===== src/rtl/p_mem_arbiter.sv =====
// Shares one physical-memory port between the I-cache and D-cache.
// Round-robin arbitration, grant-time latching of the command, response routing, contention counter.
module p_mem_arbiter #(
    parameter int LINE_WIDTH = 256,
    parameter int ADDR_WIDTH = 32,
    parameter int CNT_WIDTH  = 32
) (
    input  logic                  clk,
    input  logic                  rst,
    input  logic                  i_pmem_read,
    input  logic [ADDR_WIDTH-1:0] i_pmem_address,
    output logic [LINE_WIDTH-1:0] i_pmem_rdata,
    output logic                  i_pmem_resp,
    input  logic                  d_pmem_read,
    input  logic                  d_pmem_write,
    input  logic [ADDR_WIDTH-1:0] d_pmem_address,
    input  logic [LINE_WIDTH-1:0] d_pmem_wdata,
    output logic [LINE_WIDTH-1:0] d_pmem_rdata,
    output logic                  d_pmem_resp,
    output logic                  mem_read,
    output logic                  mem_write,
    output logic [ADDR_WIDTH-1:0] mem_address,
    output logic [LINE_WIDTH-1:0] mem_wdata,
    input  logic [LINE_WIDTH-1:0] mem_rdata,
    input  logic                  mem_resp,
    output logic [CNT_WIDTH-1:0]  contention_count
);

    typedef enum logic [1:0] {IDLE, SERVE_I, SERVE_D} state_t;
    localparam logic GRANT_I = 1'b0;
    localparam logic GRANT_D = 1'b1;

    state_t state, state_nxt;
    logic   last_grant;
    logic   op_write;
    logic   i_req, d_req;

    assign i_req = i_pmem_read;
    assign d_req = d_pmem_read | d_pmem_write;

    // State register plus the grant-time latch of address, data and op.
    always_ff @(posedge clk or posedge rst) begin
        if (rst) begin
            state       <= IDLE;
            last_grant  <= GRANT_D;
            op_write    <= 1'b0;
            mem_address <= '0;
            mem_wdata   <= '0;
        end else begin
            state <= state_nxt;
            if (state == IDLE && state_nxt == SERVE_I) begin
                mem_address <= i_pmem_address;
                op_write    <= 1'b0;
                last_grant  <= GRANT_I;
            end else if (state == IDLE && state_nxt == SERVE_D) begin
                mem_address <= d_pmem_address;
                mem_wdata   <= d_pmem_wdata;
                op_write    <= d_pmem_write;
                last_grant  <= GRANT_D;
            end
        end
    end

    // Leaving SERVE_x always goes through IDLE, so a requester that drops
    // its request on the edge after resp is never granted a second time.
    always_comb begin
        state_nxt = state;
        case (state)
            IDLE: begin
                if (i_req && d_req)
                    state_nxt = (last_grant == GRANT_D) ? SERVE_I : SERVE_D;
                else if (i_req)
                    state_nxt = SERVE_I;
                else if (d_req)
                    state_nxt = SERVE_D;
            end
            SERVE_I, SERVE_D: if (mem_resp) state_nxt = IDLE;
            default: state_nxt = IDLE;
        endcase
    end

    always_comb begin
        mem_read    = (state != IDLE) && !op_write;
        mem_write   = (state != IDLE) &&  op_write;
        i_pmem_resp = (state == SERVE_I) && mem_resp;
        d_pmem_resp = (state == SERVE_D) && mem_resp;
    end

    assign i_pmem_rdata = mem_rdata;
    assign d_pmem_rdata = mem_rdata;

    always_ff @(posedge clk or posedge rst) begin
        if (rst)
            contention_count <= '0;
        else if ((state == SERVE_I && d_req) || (state == SERVE_D && i_req))
            contention_count <= contention_count + CNT_WIDTH'(1);
    end

endmodule


===== config.mk =====
export PLATFORM = sky130hd
export DESIGN_NAME = p_mem_arbiter
export DESIGN_NICKNAME = d
export VERILOG_FILES = /design/src/rtl/p_mem_arbiter.sv
export SDC_FILE = /design/constraint.sdc
export NUM_CORES = 1
export LEC_CHECK = 0
export ABC_AREA = 1
export CAP_MARGIN = 20
export CORE_AREA = 5 5 549 551
export CTS_CLUSTER_DIAMETER = 50
export DETAILED_ROUTE_END_ITERATION = 10
export DIE_AREA = 0 0 554 556
export HOLD_SLACK_MARGIN = 0.1
export PLACE_DENSITY = 0.3
export SETUP_SLACK_MARGIN = 0.05
export SLEW_MARGIN = 20
export SYNTH_ARGS = -nofsm -noshare
export SYNTH_HDL_FRONTEND = slang
export SYNTH_SLANG_ARGS = --single-unit

===== constraint.sdc =====
create_clock -name clk -period 16.05 [get_ports clk]
set_input_delay 3.21 -clock clk [delete_from_list [all_inputs] [get_ports clk]]
set_output_delay 3.21 -clock clk [all_outputs]
set_load 0.1 [all_outputs]

==> flow_summary_export.csv, run 1 <==
group,metric,value,unit
die,die_h,556,µm
worst_setup_path,r2r-end,"mem_address[15]$_DFFE_PP0P_",
routing,drc_errors,0,
routing,drtAntennaViolNets,0,
cts,post_cts_resized,0,
global_route,grt_pass1_vias,16700,
worst_setup_path,slowest_stage,"clkdlybuf4s50_1",
worst_setup_path,r2r_start,"state[0]$_DFF_PP0_",
sta,setup_viol,0,
sta,slew_headroom,0.200,
placement,dp_hpwl,138000,µm
cts,clockBufferDepth,3,
cts,post_cts_buffers,0,
cells_and_area,mostFrequentLayoutCell,"nand2_1",
global_route,grt_max_degree,147,
cts,cts_tree,"built",
worst_setup_path,path_class,"in2out",
worst_setup_path,max_stage_delay,1160,ps
cells_and_area,layout-drive-gt1-share,0.145,
routing,drt_iter0_drc,885,
routing,vias_per_cell,2.46,
yosys,synth_warnings,0,
yosys,synth_edf_count,0,
yosys,synthFlopType,"dfrtp_1",
worst_setup_path,reg2reg_setup_slack,11460,ps
die,ios,1418,
routing,wirelength,163000,µm
worst_setup_path,required,12840,ps
placement,place.gp.congestion,0.810,
power_and_ir_drop,leakagePower,11.7,nW
cts,clock_latency,670,ps
power_and_ir_drop,ir_drop,0.191,mV
routing,drt-pass1-iter-count,5,
worst_setup_path,r2r_cells,10,
placement,dpl_cell_area,24800,µm²
sta,skew,25.7,ps
hold_path,hold_class,"reg2reg",
yosys,synth_seq_cells,324,
worst_setup_path,worstPathCellList,"clkdlybuf4s50_1 > nand2_1 > inv_1 > clkdlybuf4s50_1",
global_route,grt_pass1_wl,201000,µm
die,die_area,308000,µm²
yosys,netlist_area,18000,µm²
cts,clockRootBuffer,"clkbuf_16",
power_and_ir_drop,p_per_area,305,nW/µm²
power_and_ir_drop,total_power,8.48,mW
sta,setup_tns,0,ps
sta,finalMaxSlewViolations,0,
yosys,syn-num-nets,2809,
cts,numClockSinks,324,
die,fp-row-count,200,
sta,fmax,0.117,GHz
die,start_util,0.0609,
cts,numCtsBuffers,78,
cells_and_area,syn_to_final_growth,54.2,%
yosys,async_flop_share,1.00,
worst_setup_path,startpoint_type,"input pin",
cts,h-tree-depth,3,
global_route,grt_usage,0.101,
cells_and_area,mostFrequentLayoutCells,"746 x nand2_1, 466 x clkdlybuf4s50_1, 334 x nand3_1",
job,drv_cap,0,
outcome,status,"finished, final reports clean",
sta,fin_crit,8510,ps
sta,finalCritPeriodShare,0.530,
cts,cts_hold_buf,0,
hold_path,hold_end,"last_grant$_DFFE_PP1P_",
die,core,296000,µm²
sta,finalHoldViolCount,0,
worst_setup_path,crit_path_max_fanout,3,
cells_and_area,fin_nets,2938,
worst_setup_path,cpMostUsedCell,"clkdlybuf4s50_1",
routing,routed-via-count,15600,
placement,io_buffers,649,
global_route,antenna_found_initial,63,
sta,grt_setup_unrepaired,"no",
yosys,synth_seq_area_share,0.450,
global_route,gr-total-overflow,0,
yosys,syn_inst,2222,
routing,avgRoutedWirePerCell,25.6,µm
sta,tightest_slew,1200,ps
worst_setup_path,cp-end-kind,"output pin",
yosys,syn_area_per_cell,8.10,µm²
cells_and_area,stdcell_area,27800,µm²
yosys,synth_cell_types,27,
cells_and_area,n_fill_cell,34500,
hold_path,hp-start,"last_grant$_DFFE_PP1P_",
worst_setup_path,cp_data_arrival_time,5300,ps
hold_path,min_delay_path_depth,2,
die,die_w,554,µm
cts,clk_pin_slew,40,ps
==> critical path, delay by kind of cell <==
family / cells / cell delay [ps]
buffers and inverters: 3 / 1970
AND/OR/NAND/NOR: 1 / 100
==> kinds of logic after synthesis <==
group / Yosys count / share of synthesized area
buf+inv: 690 / 0.257
compound gates: 39 / 0.0157
fa+ha+maj: 5 / 0.00347
simple gates: 1148 / 0.266
flops: 324 / 0.450
xor+xnor: 16 / 0.00778
==> synth_stat cells, drive strengths merged, types with 2 or more instances <==
cell    count  area (µm²)
xor2        8        70.1
dfrtp     323        8080
nand3     335        1680
a21oi       2        17.5
and3        2        12.5
clkbuf     22        82.6
ha          5        62.6
inv        70         263
nor3        4        20.0
nor2       50         193
nand2     748        2810
o21bai     32         240
xnor2       8        70.1
nand3b      6        45.0
buf       598        4280
o21ai       5        25.0
==> power by group <==
| part | internal, mW | leakage, nW | switching [mW] |
|---|---|---|---|
| Sequential | 1.19 | 4.07 | 0.233 |
| Combinational | 0.902 | 6.21 | 4.33 |
| Clock | 1.20 | 1.41 | 0.627 |
| Total | 3.29 | 11.7 | 5.19 |
==> cell type report <==
| type | count | area (µm²) | share of cell area |
|---|---|---|---|
| multi-input combinational | 1208 | 5300 | 0.191 |
| tap | 3939 | 4930 | 0.178 |
| timing repair buffer | 669 | 6220 | 0.224 |
| clock inverter | 46 | 785 | 0.0283 |
| inverter | 70 | 270 | 0.00974 |
| sequential | 324 | 8110 | 0.292 |
| antenna | 8 | 20.0 | 0.000721 |
| clock buffer | 96 | 2130 | 0.0768 |
==> routing by layer <==
layer / GRT usage / up-vias / share of wire
met4: 0.0381 / 15 / 0.042
met2: 0.152 / 1256 / 0.42
met3: 0.0972 / 387 / 0.21
met1: 0.0956 / 7232 / 0.33
met5: 0.00297 / - / 0.0012
li1: - / 6743 / -
==> through the flow <==
stage | hold WS (ps) | utilization | setup WS (ps) | instances
CTS | 467 | 0.0937 | 7430 | 6351
finish | 463 | 0.0938 | 7540 | 6360
global placement | 458 | 0.0839 | 7430 | 6209
global route | 484 | 0.0938 | 7440 | 6354
floorplan | 444 | - | 3870 | 2222
detailed placement | 460 | 0.0838 | 7430 | 6209
==> worst max-delay path by stage <==
stage,slack (ps),cells after the start,startpoint,to
2_1_floorplan,3870,1,rst,contention_count[0]$_DFFE_PP0P_
3_3_place_gp,7430,4,mem_resp,d_pmem_resp
3_5_place_dp,7430,4,mem_resp,d_pmem_resp
4_1_cts,7430,4,mem_resp,d_pmem_resp
5_1_grt,7440,4,mem_resp,d_pmem_resp
6_report,7540,4,mem_resp,d_pmem_resp
==> registers in the layout, indices dropped and copies added, names as in the netlist <==
signal / count
contention_count: 32
last_grant: 1
mem_address: 32
mem_wdata: 256
op_write: 1
state: 2
(Power assumes the default switching activity.)
==> run 2: changes to the inputs <==
- clock period: 16.05 -> 7.9 ns (I/O delays scaled with it)
==> run 2 against run 1 <==
Setup slack got worse by 4600 ps. First-iteration DRC count rose by 0.34%. Register-to-register slack got worse by 7400 ps. Routed wire length rose by 0.74%. Utilization rose by 0.096 points. Count of clock-buffer cells in the layout rose by 13. Critical path depth did not move. Largest power group unchanged.
==> flow_summary_export.csv, run 2 (synthesis results as in run 1) <==
group,metric,value,unit
die,core,296000,µm²
worst_setup_path,required,6320,ps
sta,finalMaxSlewViolations,0,
die,start_util,0.0609,
sta,setup_tns,0,ps
global_route,grt_pass1_vias,16900,
sta,whs,474,ps
cells_and_area,fin_nets,2946,
cells_and_area,layout-drive-gt1-share,0.147,
sta,setup_slack,2940,ps
sta,grt_setup_unrepaired,"no",
worst_setup_path,crit_path_max_fanout,3,
cells_and_area,fin_cells,6371,
placement,dp_hpwl,139000,µm
cells_and_area,regMostFlops,"mem_wdata",
placement,placed_cells,6212,
sta,fmax,0.202,GHz
cts,clock_latency,700,ps
placement,place.gp.congestion,0.774,
cts,clockBufferDepth,3,
outcome,status,"finished, final reports clean",
routing,avgRoutedWirePerCell,25.7,µm
cells_and_area,largestRegisters,"mem_wdata x256, contention_count x32, mem_address x32",
global_route,grt_max_degree,142,
routing,wirelength,164000,µm
worst_setup_path,startpoint_type,"input pin",
cts,clockRootBuffer,"clkbuf_16",
power_and_ir_drop,leakagePower,11.8,nW
sta,finalHoldViolCount,0,
sta,slew_headroom,0.178,
placement,dpl_cell_area,24900,µm²
global_route,gr-total-overflow,0,
placement,pre_cts_ws,2660,ps
cts,numClockSinks,324,
cts,cts_hold_buf,0,
worst_setup_path,cp-end-kind,"output pin",
routing,routed-via-count,15800,
cts,clk_pin_slew,50,ps
die,fp-row-count,200,
routing,drc_errors,0,
die,die_h,556,µm
die,ios,1418,
sta,tightest_slew,1230,ps
global_route,grt_usage,0.102,
die,die_w,554,µm
routing,drt-pass1-iter-count,5,
cells_and_area,mostFrequentLayoutCell,"nand2_1",
cells_and_area,multi_input_area,5300,µm²
cells_and_area,largest_reg_flops,256,
cts,post_cts_buffers,0,
hold_path,hold_class,"reg2reg",
job,drv_cap,0,
worst_setup_path,cp_data_arrival_time,3380,ps
routing,drt_iter0_drc,888,
cts,h-tree-depth,3,
cts,cts_tree,"built",
global_route,grt_pass1_wl,203000,µm
routing,vias_per_cell,2.48,
sta,fin_crit,4960,ps
placement,io_buffers,649,
power_and_ir_drop,p_per_area,621,nW/µm²
sta,finalCritPeriodShare,0.628,
cells_and_area,ff_latch_area,8110,µm²
worst_setup_path,path_class,"in2out",
die,die_area,308000,µm²
cells_and_area,n_fill_cell,34500,
cts,numCtsBuffers,84,
sta,skew,40.5,ps
cells_and_area,syn_to_final_growth,55.7,%
sta,setup_viol,0,
power_and_ir_drop,ir_drop,0.360,mV
routing,drtAntennaViolNets,0,
global_route,antenna_found_initial,104,
cells_and_area,stdcell_area,28000,µm²
cells_and_area,mostFrequentLayoutCells,"746 x nand2_1, 465 x clkdlybuf4s50_1, 334 x nand3_1",
cts,post_cts_resized,0,
==> run 2: changes by cell type in the layout (fill, tap and decap cells not counted), moves of 2 or more <==
cell / change
clkinv_4: -7
clkbuf_16: +6
clkinvlp_4: +5
inv_6: -5
buf_12: +4
clkbuf_1: +4
buf_2: -3
bufinv_16: +3
clkbuf_8: +3
clkinv_2: +2
==> run 2: area by class of cell <==
class                           count  share of cell area
Sequential cell                   324               0.289
Timing Repair Buffer              671               0.225
Multi-Input combinational cell   1208               0.189
Tap cell                         3939               0.176
Clock buffer                      109              0.0834
Clock inverter                     42              0.0277
Inverter                           70             0.00950
Antenna cell                        8            0.000714
==> run 2: path summary, 6_finish.rpt <==
check | startpoint | to | slack (ps) | cells after the start
max | mem_resp | d_pmem_resp | 2940 | 4
min | mem_wdata[194]$_DFFE_PP0P_ | mem_wdata[194]$_DFFE_PP0P_ | 470 | 2
max reg2reg | state[0]$_DFF_PP0_ | mem_address[10]$_DFFE_PP0P_ | 4050 | 10
min reg2reg | mem_wdata[194]$_DFFE_PP0P_ | mem_wdata[194]$_DFFE_PP0P_ | 470 | 2
max in group asynchronous | rst | mem_wdata[199]$_DFFE_PP0P_ | 5160 | 4
min in group asynchronous | rst | mem_address[5]$_DFFE_PP0P_ | 1380 | 2
==> run 2: where the power goes <==
| group | switching (mW) | total [mW] | internal (mW) | leakage, nW |
|---|---|---|---|---|
| clock network | 1.27 | 3.93 | 2.66 | 1.49 |
| logic | 8.71 | 10.6 | 1.87 | 6.25 |
| registers | 0.474 | 2.90 | 2.42 | 4.07 |
| total | 10.5 | 17.4 | 6.96 | 11.8 |
==> run 2: worst max-delay path, cell delays in order <==
cell             delay, ps
clkdlybuf4s50_1        530
nand2_1                 80
inv_1                   50
clkdlybuf4s50_1       1140
==> run 2: layer usage <==
metal	global-route usage	wire length [µm]
met5	0.00531	244
met4	0.0362	7020
met3	0.101	35300
met2	0.152	68600
met1	0.0963	52900
==> run 2: per-stage QoR <==
stage,total power [mW],utilization
CTS,17.9,0.0947
floorplan,11.2,-
global route,18.4,0.0948
global placement,13.8,0.0841
finish,17.4,0.0948
detailed placement,13.8,0.0842
==> run 3: changes to the inputs <==
- CORE_AREA: 5 5 549 551 -> 5 5 542 544
- DIE_AREA: 0 0 554 556 -> 0 0 547 549
- clock period: 7.9 -> 4.5 ns (I/O delays scaled with it)
==> run 3 against run 2 <==
Sequential power increased by 78%. Sequential cell count unchanged. Combinational power increased by 76%. Cell area decreased by 1.5%. Worst hold slack got worse by 5.0 ps. Non-clock buffer count increased by 26. Clock power increased by 50%. Power increased by 71%. Cell count decreased by 2.0%. Critical path type is now reg2out. Largest cell class unchanged.
==> flow_summary_export.csv, run 3 (synthesis results as in run 1) <==
group,metric,value,unit
hold_path,hold_class,"reg2reg",
power_and_ir_drop,leakagePower,11.7,nW
die,ios,1418,
cells_and_area,utilization,0.0955,
global_route,met2_usage,0.136,
die,die_h,549,µm
cells_and_area,regMostFlops,"mem_wdata",
sta,finalCritPeriodShare,0.749,
global_route,grt_pass1_wl,196000,µm
worst_setup_path,worstPathCellList,"clkdlybuf4s50_1",
placement,pre_cts_ws,1190,ps
routing,drtAntennaViolNets,0,
cts,post_cts_buffers,0,
cells_and_area,mostFrequentLayoutCell,"nand2_1",
worst_setup_path,slowest_stage,"clkdlybuf4s50_1",
worst_setup_path,path_class,"reg2out",
global_route,grtUsageMet1,0.104,
worst_setup_path,required,3600,ps
power_and_ir_drop,total_power,29.8,mW
worst_setup_path,path_delay_family,"buffers and inverters",
global_route,grt_pass1_vias,16800,
die,fp-row-count,198,
sta,fmax,0.297,GHz
sta,finalHoldViolCount,0,
cts,clockBufferDepth,3,
cts,clk_pin_slew,50,ps
cts,numCtsBuffers,77,
routing,drc_errors,0,
cells_and_area,layout-drive-gt1-share,0.152,
routing,drt-pass1-iter-count,5,
global_route,antenna_found_initial,41,
sta,fin_crit,3370,ps
cts,clock_latency,690,ps
routing,routed-via-count,15700,
worst_setup_path,max_stage_delay,1210,ps
sta,grt_setup_unrepaired,"no",
outcome,status,"finished, final reports clean",
routing,vias_per_cell,2.52,
cts,cts_tree,"built",
routing,avgRoutedWirePerCell,24.9,µm
sta,tightest_slew,1150,ps
power_and_ir_drop,p_per_area,1080,nW/µm²
placement,dp_hpwl,131000,µm
cells_and_area,stdcell_area,27600,µm²
cts,cts_hold_buf,0,
routing,drt_iter0_drc,983,
sta,finalMaxSlewViolations,0,
cts,numClockSinks,324,
sta,setup_viol,0,
cells_and_area,n_fill_cell,33400,
worst_setup_path,worst-path-buf-inv,1,
routing,wirelength,155000,µm
global_route,gr-total-overflow,0,
global_route,grt_usage,0.0995,
cells_and_area,mostFrequentLayoutCells,"746 x nand2_1, 468 x clkdlybuf4s50_1, 334 x nand3_1",
worst_setup_path,crit_path_max_fanout,2,
cells_and_area,largest_reg_flops,256,
cells_and_area,syn_to_final_growth,53.4,%
worst_setup_path,startpoint_type,"flip-flop",
global_route,grt-busiest-layer,"met2",
job,drv_cap,0,
global_route,grt.met3_usage,0.0905,
placement,place.gp.congestion,0.840,
placement,dpl_cell_area,25000,µm²
cts,post_cts_resized,0,
sta,slew_headroom,0.228,
worst_setup_path,cp_data_arrival_time,2470,ps
die,start_util,0.0623,
die,die_area,300000,µm²
cells_and_area,largestRegisters,"mem_wdata x256, contention_count x32, mem_address x32",
die,die_w,547,µm
cells_and_area,fin_nets,2965,
power_and_ir_drop,ir_drop,0.607,mV
cts,h-tree-depth,3,
sta,skew,47.4,ps
sta,setup_slack,1130,ps
die,core,289000,µm²
worst_setup_path,cp-end-kind,"output pin",
global_route,grt_max_degree,129,
placement,io_buffers,649,
cts,clockRootBuffer,"clkbuf_16",
run 3: cell types whose count changed in the layout (fill, tap and decap cells not counted), moves of 6 or more:
cell,delta
inv_6,+6
bufinv_16,-10
buf_12,+6
clkbuf_16,-6
buf_4,+18
clkinv_4,+8
run 3: layout make-up:
cell class              instances  area [µm²]  area share
clock inverters                45         528      0.0191
repair buffers                697        6540       0.237
clock buffers                  97        2110      0.0765
well taps                    3800        4750       0.172
inverters                      70         267     0.00965
diodes                          5        12.5    0.000453
multi-input cells            1208        5300       0.192
flip-flops and latches        324        8110       0.294
run 3: stage by stage:
step	setup TNS [ps]	instances	hold slack, ps
final	0	6246	469
after global routing	0	6243	496
after CTS	0	6241	474
after detailed placement	0	6099	465
after global placement	0	6099	453
after floorplan	-233180	2222	444
run 3: final timing paths:
check | to | cells after the start | start | slack (ps)
max | mem_wdata[229] | 1 | mem_wdata[229]$_DFFE_PP0P_ | 1130
min | last_grant$_DFFE_PP1P_ | 2 | last_grant$_DFFE_PP1P_ | 470
max reg2reg | mem_wdata[217]$_DFFE_PP0P_ | 11 | state[0]$_DFF_PP0_ | 1810
min reg2reg | last_grant$_DFFE_PP1P_ | 2 | last_grant$_DFFE_PP1P_ | 470
max in group asynchronous | mem_wdata[188]$_DFFE_PP0P_ | 3 | rst | 2580
min in group asynchronous | mem_wdata[87]$_DFFE_PP0P_ | 2 | rst | 730
run 3: layer usage:
layer  part of all wire  vias to the layer above  wire length [µm]
met3               0.20                      427             31000
met5             0.0019                        -               289
met2               0.39                     1119             61000
li1                   -                     6797                 -
met4              0.051                       16              7870
met1               0.36                     7359             55200
run 3: power by group:
| group | switching (mW) | total (mW) | internal [mW] |
|---|---|---|---|
| Sequential | 0.919 | 5.17 | 4.25 |
| Clock | 2.10 | 5.91 | 3.80 |
| Combinational | 15.3 | 18.7 | 3.42 |
